<file path="src/rtl/word_accum_pkg.sv">
// word_accum shared types and constants.
// Frame FSM states and datapath width.
package word_accum_pkg;

    localparam int DATA_W = 32;

    typedef enum logic [1:0] {
        S_IDLE = 2'd0,
        S_ACC  = 2'd1,
        S_HOLD = 2'd2
    } state_e;

endpackage

</file>
<file path="src/rtl/M.sv">
// M: 32-bit wrapping adder feeding word_accum.
// Purely combinational; no carry-out port.
module M
    import word_accum_pkg::*;
(
    input  logic [DATA_W-1:0] i_a,
    input  logic [DATA_W-1:0] i_b,
    output logic [DATA_W-1:0] o_a
);

    // Modulo-2^32 sum
    always_comb begin
        o_a = i_a + i_b;
    end

endmodule

</file>
<file path="src/rtl/word_accum.sv">
// word_accum: per-frame running sum of a 32-bit word stream.
// One wrapped sum plus wrap flag per frame of i_len words.
module word_accum
    import word_accum_pkg::*;
#(
    parameter int CNT_W = 8
) (
    input  logic              i_clk,
    input  logic              i_rst_n,
    input  logic [CNT_W-1:0]  i_len,
    input  logic              i_valid,
    output logic              o_ready,
    input  logic [DATA_W-1:0] i_data,
    output logic              o_valid,
    input  logic              i_ready,
    output logic [DATA_W-1:0] o_sum,
    output logic              o_ovf
);

    state_e             state_q, state_d;
    logic [DATA_W-1:0]  acc_q, acc_d;
    logic               ovf_q, ovf_d;
    logic [CNT_W-1:0]   rem_q, rem_d;
    logic [DATA_W-1:0]  add_a;
    logic [DATA_W-1:0]  add_sum;
    logic               accept;

    M u_M (
        .i_a (add_a),
        .i_b (i_data),
        .o_a (add_sum)
    );

    // Output and handshake decode from state/registers only
    always_comb begin
        o_ready = (state_q != S_HOLD);
        o_valid = (state_q == S_HOLD);
        o_sum   = acc_q;
        o_ovf   = ovf_q;
        accept  = i_valid && (state_q != S_HOLD);
        add_a   = (state_q == S_IDLE) ? '0 : acc_q;
    end

    // Next-state and datapath update
    always_comb begin
        state_d = state_q;
        acc_d   = acc_q;
        ovf_d   = ovf_q;
        rem_d   = rem_q;
        unique case (state_q)
            S_IDLE: begin
                if (accept) begin
                    acc_d   = add_sum;
                    ovf_d   = 1'b0;
                    rem_d   = i_len - CNT_W'(1);
                    state_d = (i_len == CNT_W'(1)) ? S_HOLD : S_ACC;
                end
            end
            S_ACC: begin
                if (accept) begin
                    acc_d = add_sum;
                    ovf_d = ovf_q | (add_sum < acc_q);
                    rem_d = rem_q - CNT_W'(1);
                    if (rem_q == CNT_W'(1)) begin
                        state_d = S_HOLD;
                    end
                end
            end
            S_HOLD: begin
                if (i_ready) begin
                    state_d = S_IDLE;
                end
            end
            default: begin
                state_d = S_IDLE;
            end
        endcase
    end

    // State and datapath registers
    always_ff @(posedge i_clk or negedge i_rst_n) begin
        if (!i_rst_n) begin
            state_q <= S_IDLE;
            acc_q   <= '0;
            ovf_q   <= 1'b0;
            rem_q   <= '0;
        end else begin
            state_q <= state_d;
            acc_q   <= acc_d;
            ovf_q   <= ovf_d;
            rem_q   <= rem_d;
        end
    end

endmodule

</file>
<file path="config.mk">
export PLATFORM = sky130hd
export DESIGN_NAME = word_accum
export DESIGN_NICKNAME = d
export VERILOG_FILES = /design/src/rtl/word_accum_pkg.sv /design/src/rtl/M.sv /design/src/rtl/word_accum.sv
export SDC_FILE = /design/constraint.sdc
export NUM_CORES = 1
export LEC_CHECK = 0
export BUFFER_PORTS_ARGS = -buffer_cell sky130_fd_sc_hd__clkbuf_2
export CORE_MARGIN = 2
export CORE_UTILIZATION = 58
export DETAILED_ROUTE_END_ITERATION = 16
export GPL_ROUTABILITY_DRIVEN = 0
export GPL_TIMING_DRIVEN = 1
export PLACE_DENSITY = 0.79
export SYNTH_ARGS = -nofsm -noshare
export SYNTH_HDL_FRONTEND = slang
export SYNTH_SLANG_ARGS = --single-unit
export TNS_END_PERCENT = 5
</file>
<file path="constraint.sdc">
create_clock -name i_clk -period 5.6 [get_ports i_clk]
set_input_delay 0 -clock i_clk [delete_from_list [all_inputs] [get_ports i_clk]]
set_output_delay 0 -clock i_clk [all_outputs]
set_load 0.05 [all_outputs]
</file>
==> results of run 1 <==
==> how the worst max path moves through the flow <==
stage,startpoint,to,slack (ns),cells after the start
2_1_floorplan,state_q[1]$_DFFE_PN0P_,o_ovf$_DFFE_PN0P_,0.75,19
3_3_place_gp,state_q[1]$_DFFE_PN0P_,o_ovf$_DFFE_PN0P_,0.75,17
3_5_place_dp,state_q[1]$_DFFE_PN0P_,o_ovf$_DFFE_PN0P_,0.58,18
4_1_cts,state_q[1]$_DFFE_PN0P_,o_ovf$_DFFE_PN0P_,0.54,18
5_1_grt,state_q[1]$_DFFE_PN0P_,o_ovf$_DFFE_PN0P_,0.25,18
6_report,state_q[1]$_DFFE_PN0P_,o_ovf$_DFFE_PN0P_,0.55,18
==> routing by layer <==
metal  track usage  up-vias  part of all wire
li1              -     2196                 -
met1        0.3687     2132              0.44
met2        0.4976      160              0.48
met3       0.04754       25             0.055
met4        0.1017        0             0.023
met5             0        -                 0
==> cells in the final DEF, fill, tap and decap left out, types with 3 or more instances in the layout <==
cell type and count:
clkbuf_2 78, nor2_1 66, ha_1 66, nand2_1 57
dfrtp_1 43, inv_1 39, a21oi_1 37, o21ai_0 37
xnor2_1 22, a21o_1 20, xor2_1 14, nand2b_1 13
nand4_1 12, o21ai_1 11, mux2_2 11, nand3_1 10
o21a_1 6, nor3_1 6, o211ai_1 6, and3_1 5
nor2b_1 5, a211oi_1 5, a31oi_1 5, o21bai_1 5
clkbuf_8 5, nor4_1 4, buf_4 4, o31ai_1 3
a2111oi_0 3, a22oi_1 3
==> worst max-delay path: stages, from the launching register on <==
cell and delay, ns:
dfrtp_1 0.54, nor2_2 0.07, buf_4 0.19, nor2_1 0.21, ha_1 0.28, a211o_1 0.29, a41o_1 0.29, o311a_4 0.35
o31ai_4 0.33, o41ai_4 0.17, a41oi_2 0.26, xnor2_1 0.21, xnor2_1 0.11, ha_1 0.31, nand4_1 0.10, or4b_1 0.53
or3_1 0.35, nor4_1 0.27, nor2_1 0.06
==> cells in the mapped netlist (4+ instances only) <==
master    instances  area (um2)
a211oi_1          5       37.54
a21o_1           20       150.1
a21oi_1          37       185.2
a31oi_1           5       31.28
and3_1            5       31.28
clkbuf_1         18       67.56
dfrtp_1          43        1076
ha_1             66       825.8
inv_1            39       146.4
mux2_2           11       123.9
nand2_1          57       214.0
nand2b_1         13       81.33
nand3_1          10       50.05
nand4_1          12       75.07
nor2_1           68       255.2
nor2b_1           5       31.28
nor3_1            6       30.03
nor4_1            4       25.02
o211ai_1          6       45.04
o21a_1            6       45.04
o21ai_0          37       185.2
o21ai_1          11       55.05
o21bai_1          5       37.54
xnor2_1          22       192.7
xor2_1           14       122.6
==> final cells by class <==
cell class | instances | area, um2 | share of cell area
Clock buffer | 5 | 68.82 | 0.01327
Clock inverter | 3 | 23.77 | 0.004583
Inverter | 39 | 146.4 | 0.02822
Multi-Input combinational cell | 470 | 3304 | 0.6370
Sequential cell | 43 | 1076 | 0.2074
Tap cell | 102 | 127.6 | 0.02460
Timing Repair Buffer | 84 | 440.4 | 0.08490
==> registers in the layout, summed over array words and instances (netlist names) <==
name,cells
o_sum,32
rem_q,8
state_q,2
o_ovf,1
==> cells by family after synthesis <==
group,count (synthesis),synth area share
AO/OA/AOI/OAI,166,0.2481
multiplexers,12,0.02941
buffers and inverters,59,0.04875
flip-flops,43,0.2342
AND/OR/NAND/NOR,189,0.1868
adder cells (fa/ha/maj),67,0.1841
XOR/XNOR,36,0.06863
==> stage by stage <==
step | area, um2 | instances | hold slack, ns | setup WS [ns]
3_3_place_gp | 5075 | 736 | 0.1168 | 0.7550
6_report | 5187 | 746 | 0.06233 | 0.5512
3_5_place_dp | 5075 | 736 | 0.1207 | 0.5759
4_1_cts | 5177 | 745 | 0.0005195 | 0.5405
2_1_floorplan | 4594 | 572 | -0.2956 | 0.7473
5_1_grt | 5187 | 746 | 0.08310 | 0.2465
==> key figures, run 1 <==
Die
  • Effective utilization at floorplan: 0.5977
  • I/O pins: 79
  • FP Rows: 32
  • Width of the chip: ~93 um
  • Area of the die: approximately 8600 um2
  • Core footprint: roughly 7700 um2
  • Die Span Y: 93 um

STA
  • Max-slew violation count: 0
  • Final hold violations: 0
  • Minimum clock period: 5.049 ns
  • Setup TNS: 0 ns
  • Period utilization: 0.9016
  • Achievable Freq: roughly 0.2 GHz
  • Worst Max-Slew Pin Slew: ~0.61 ns
  • Final Skew: ~0.016 ns
  • RSZ-0062 raised after global routing: no
  • Setup violators final: 0
  • Worst slew margin: 0.5948

Routing
  • Residual DRC: 0
  • Drt first-iter violations: 181
  • Drt wl/cell: around 16 um
  • Antenna Nets Post-Route: 0
  • Via/cell ratio: between 6 and 7
  • Total Wirelength: 12.08 mm
  • DR vias: approximately 4,500
  • DR pass1 iterations: 4

Global routing
  • Initial antenna violation count: 0
  • GRT Util Overall: 0.2897
  • Overflow after GRT: 0
  • Pin count of the biggest net entering global routing: 44
  • Vias in the first global route: 4,532
  • First-pass GRT wire length: 20.38 mm

Logic synthesis
  • EDFF count, synth: 0
  • YS warnings: 0
  • Distinct cells, synth: 56
  • Sequential area share after synthesis: 0.2342
  • Synth Instances: between 500 and 600
  • Mapped Nets: roughly 700
  • Syn_area_per_cell: about 8 um2
  • Ys async rst share: 1.000
  • Yosys reg bits: 43
  • Main synth FF type: dfrtp_1
  • Post-Syn Area: around 4600 um2

Worst setup path
  • R2R Path Start: state_q[1]$_DFFE_PN0P_
  • WP data required: roughly 5.8 ns
  • Flop2flop setup slack: approximately 0.55 ns
  • Worst Path Max Fanout: 14
  • Reg2reg path depth: 18
  • Crit start category: flop
  • Worst Setup End Kind: flop
  • Reg2reg end: o_ovf$_DFFE_PN0P_
  • Critical path class: reg2reg
  • Crit path DAT: about 5.3 ns

Finish
  • Finished Core Util: 0.6748
  • Layout fillers: roughly 680
  • NumNets Final: about 750
  • Share of cells above drive strength 1: 0.1724
  • Diode count: 0
  • Layout area overhead: 12.91%

Clock tree
  • CTS Hold Bufs: 1
  • CTS tree: done
  • H-tree Lvls: 2
  • CTS Buf Count: 5
  • CTS Buffer Depth: 2
  • Clock-pin slew of the registers on the worst-case setup and hold paths: around 0.11 ns
  • Root buffer cell: clkbuf_8
  • Clk sinks: between 40 and 50
  • Worst skew pair latency: 0.31 ns
  • Postcts setup bufs: 0
  • Resize count post-CTS: 0

Hold path
  • Hold endpoint: state_q[0]$_DFFE_PN0P_
  • Cells on Worst Hold Path: 3
  • Tightest Hold Check Type: in2reg
  • Hold_sp: i_valid

Placed design
  • Post-DP HPWL: between 9 and 10 mm
  • Number of I/O port buffers: between 70 and 80

Status
  • Status: completed

Run
  • Max_cap viols: 0
Power of run 1 is left out: the tool's default activity adds up to more than one toggle a clock period on the data nets, which glitch-free logic cannot reach.
==> inputs of run 2 (changes only) <==
==> constraint.sdc (replaced) <==
create_clock -name i_clk -period 5.7 [get_ports i_clk]
set_input_delay 0 -clock i_clk [delete_from_list [all_inputs] [get_ports i_clk]]
set_output_delay 0 -clock i_clk [all_outputs]
set_load 0.05 [all_outputs]
==> run 2 against run 1 <==
Compared with the run above:
- maximum frequency grew 1.1%
- cell area is the same
- routed wire length shrank 4.4%
- die area is the same
- core utilization is the same
- clock skew shrank 0.011 ns
- first-iteration DRC count shrank 2.2%
- highest routed layer unchanged
- critical path depth is the same
- via count shrank 3.1%
- non-clock buffer count shrank 2
- sequential share of layout area is the same
- final cell count shrank 0.27%
==> key figures, run 2 (synthesis results as in run 1) <==
Die
  • FP Rows: 32
  • Width of the chip: between 90 and 100 um
  • I/O pins: 79
  • Effective utilization at floorplan: 0.5977
  • Area of the die: slightly below 9000 um2
  • Die Span Y: ~93 um
  • Core footprint: slightly below 8000 um2

Worst setup path
  • Worst Setup End Kind: flop
  • Slowest-stage cell, CP: dfrtp_1
  • Reg2reg end: o_ovf$_DFFE_PN0P_
  • Critical path class: reg2reg
  • Cell chain of the critical path: nor2_2, buf_12, nor2_1, ha_1, a211o_1, a41o_1, o311a_4, o31ai_4, o41ai_4, a41oi_2, xnor2_1, xnor2_1, ha_1, nand4_1, or4b_1, or3_1, nor4_1, nor2_1
  • Worst Path Max Fanout: 31
  • Reg2reg path depth: 18
  • WP data required: just under 6 ns
  • Crit start category: flop
  • Crit path DAT: about 5.2 ns
  • R2R Path Start: state_q[1]$_DFFE_PN0P_
  • CP peak stage delay: 0.55 ns
  • Flop2flop setup slack: roughly 0.71 ns

Clock tree
  • H-tree Lvls: 2
  • Clock-pin slew of the registers on the worst-case setup and hold paths: 0.10 ns
  • Root buffer cell: clkbuf_8
  • CTS Buffer Depth: 2
  • Postcts setup bufs: 0
  • Clk sinks: 43
  • Resize count post-CTS: 0
  • CTS Buf Count: 5
  • Worst skew pair latency: 0.31 ns
  • CTS tree: done

Finish
  • Commonest non-fill, non-tap cell in the layout: clkbuf_2
  • Diode count: 0
  • Max FFs per register: 32
  • Most frequent cells in the layout: clkbuf_2 (78), nor2_1 (66), ha_1 (66), nand2_1 (57), dfrtp_1 (43)
  • NumNets Final: 752
  • Layout area overhead: 12.91%
  • Share of cells above drive strength 1: 0.1698
  • Fin cells: roughly 740

Routing
  • Residual DRC: 0
  • DR pass1 iterations: 4
  • Drt first-iter violations: approximately 180
  • Total Wirelength: around 12 mm
  • Antenna Nets Post-Route: 0
  • DR vias: 4,371
  • Via/cell ratio: just under 6
  • Drt wl/cell: 15.52 um

Placed design
  • Number of I/O port buffers: a little under 80
  • Placed cells: 734
  • Post-DP HPWL: 9.327 mm

STA
  • RSZ-0062 raised after global routing: no
  • Setup violators final: 0
  • Worst slew margin: 0.2739
  • Achievable Freq: around 0.2 GHz
  • Period utilization: 0.8759
  • Final hold violations: 0
  • Minimum clock period: about 5 ns
  • Final Skew: 0.004989 ns
  • Setup TNS: 0 ns
  • Worst Max-Slew Pin Slew: between 1 and 1.5 ns
  • Max-slew violation count: 0

Global routing
  • First-pass GRT wire length: ~20 mm
  • GRT Util Overall: 0.2784
  • Overflow after GRT: 0
  • Pin count of the biggest net entering global routing: between 40 and 50
  • M1 GR Usage: 0.3635
  • Vias in the first global route: 4,370
  • Initial antenna violation count: 0
  • GRT met3 Usage: 0.04432
  • Met2 usage: 0.4783
  • GR peak layer: met2

Run
  • Max_cap viols: 0

Hold path
  • Hold endpoint: state_q[0]$_DFFE_PN0P_
  • Cells on Worst Hold Path: 3
  • Hold_sp: i_valid
  • Tightest Hold Check Type: in2reg

Status
  • Status: completed
-- run 2: cell types whose count changed in the layout (fill, tap and decap cells not counted) --
cell and change:
buf_4 -3, clkinvlp_4 -2, buf_12 +1, inv_6 +2
-- run 2: worst max-delay path, delay by kind of cell, from the launching register on --
family,cells,cell delay [ns]
simple gates,7,1.57
xor+xnor,2,0.31
flops,1,0.55
compound gates,6,1.66
buf+inv,1,0.17
fa+ha+maj,2,0.58
-- run 2: timing repair --
action                                  in CTS  in global routing
endpoints found under the setup margin       0                  0
hold buffers                                 2                  0
hold endpoints to repair                    44                  0
-- run 2: final cells by class --
class	count	area, um2
multi-input combinational	470	3304
fill	697	2500
sequential	43	1076
timing repair buffer	82	437.9
inverter	39	146.4
tap	102	127.6
clock buffer	5	68.82
clock inverter	3	26.28
-- run 2: worst max-delay path by stage --
stage	slack, ns	from	to	cells past startpoint
floorplan	0.85	state_q[1]$_DFFE_PN0P_	o_ovf$_DFFE_PN0P_	19
global placement	0.85	state_q[1]$_DFFE_PN0P_	o_ovf$_DFFE_PN0P_	18
detailed placement	0.74	state_q[1]$_DFFE_PN0P_	o_ovf$_DFFE_PN0P_	18
CTS	0.70	state_q[1]$_DFFE_PN0P_	o_ovf$_DFFE_PN0P_	18
global route	0.35	state_q[1]$_DFFE_PN0P_	o_ovf$_DFFE_PN0P_	18
finish	0.71	state_q[1]$_DFFE_PN0P_	o_ovf$_DFFE_PN0P_	18
-- run 2: through the flow --
step,util,setup slack (ns),cell area (um2),hold slack (ns)
3_3_place_gp,0.6598,0.8458,5072,0.2629
6_report,0.6748,0.7074,5187,0.03736
2_1_floorplan,-,0.8473,4594,-0.2956
4_1_cts,0.6748,0.7018,5187,0.03857
5_1_grt,0.6748,0.3483,5187,0.06145
3_5_place_dp,0.6598,0.7398,5072,0.2740
-- run 2: layer usage --
layer	vias up	share of wire
li1	2190	-
met2	132	0.49
met3	17	0.052
met4	0	0.013
met5	-	0
met1	2032	0.45
Power of run 2 is left out for the same reason.
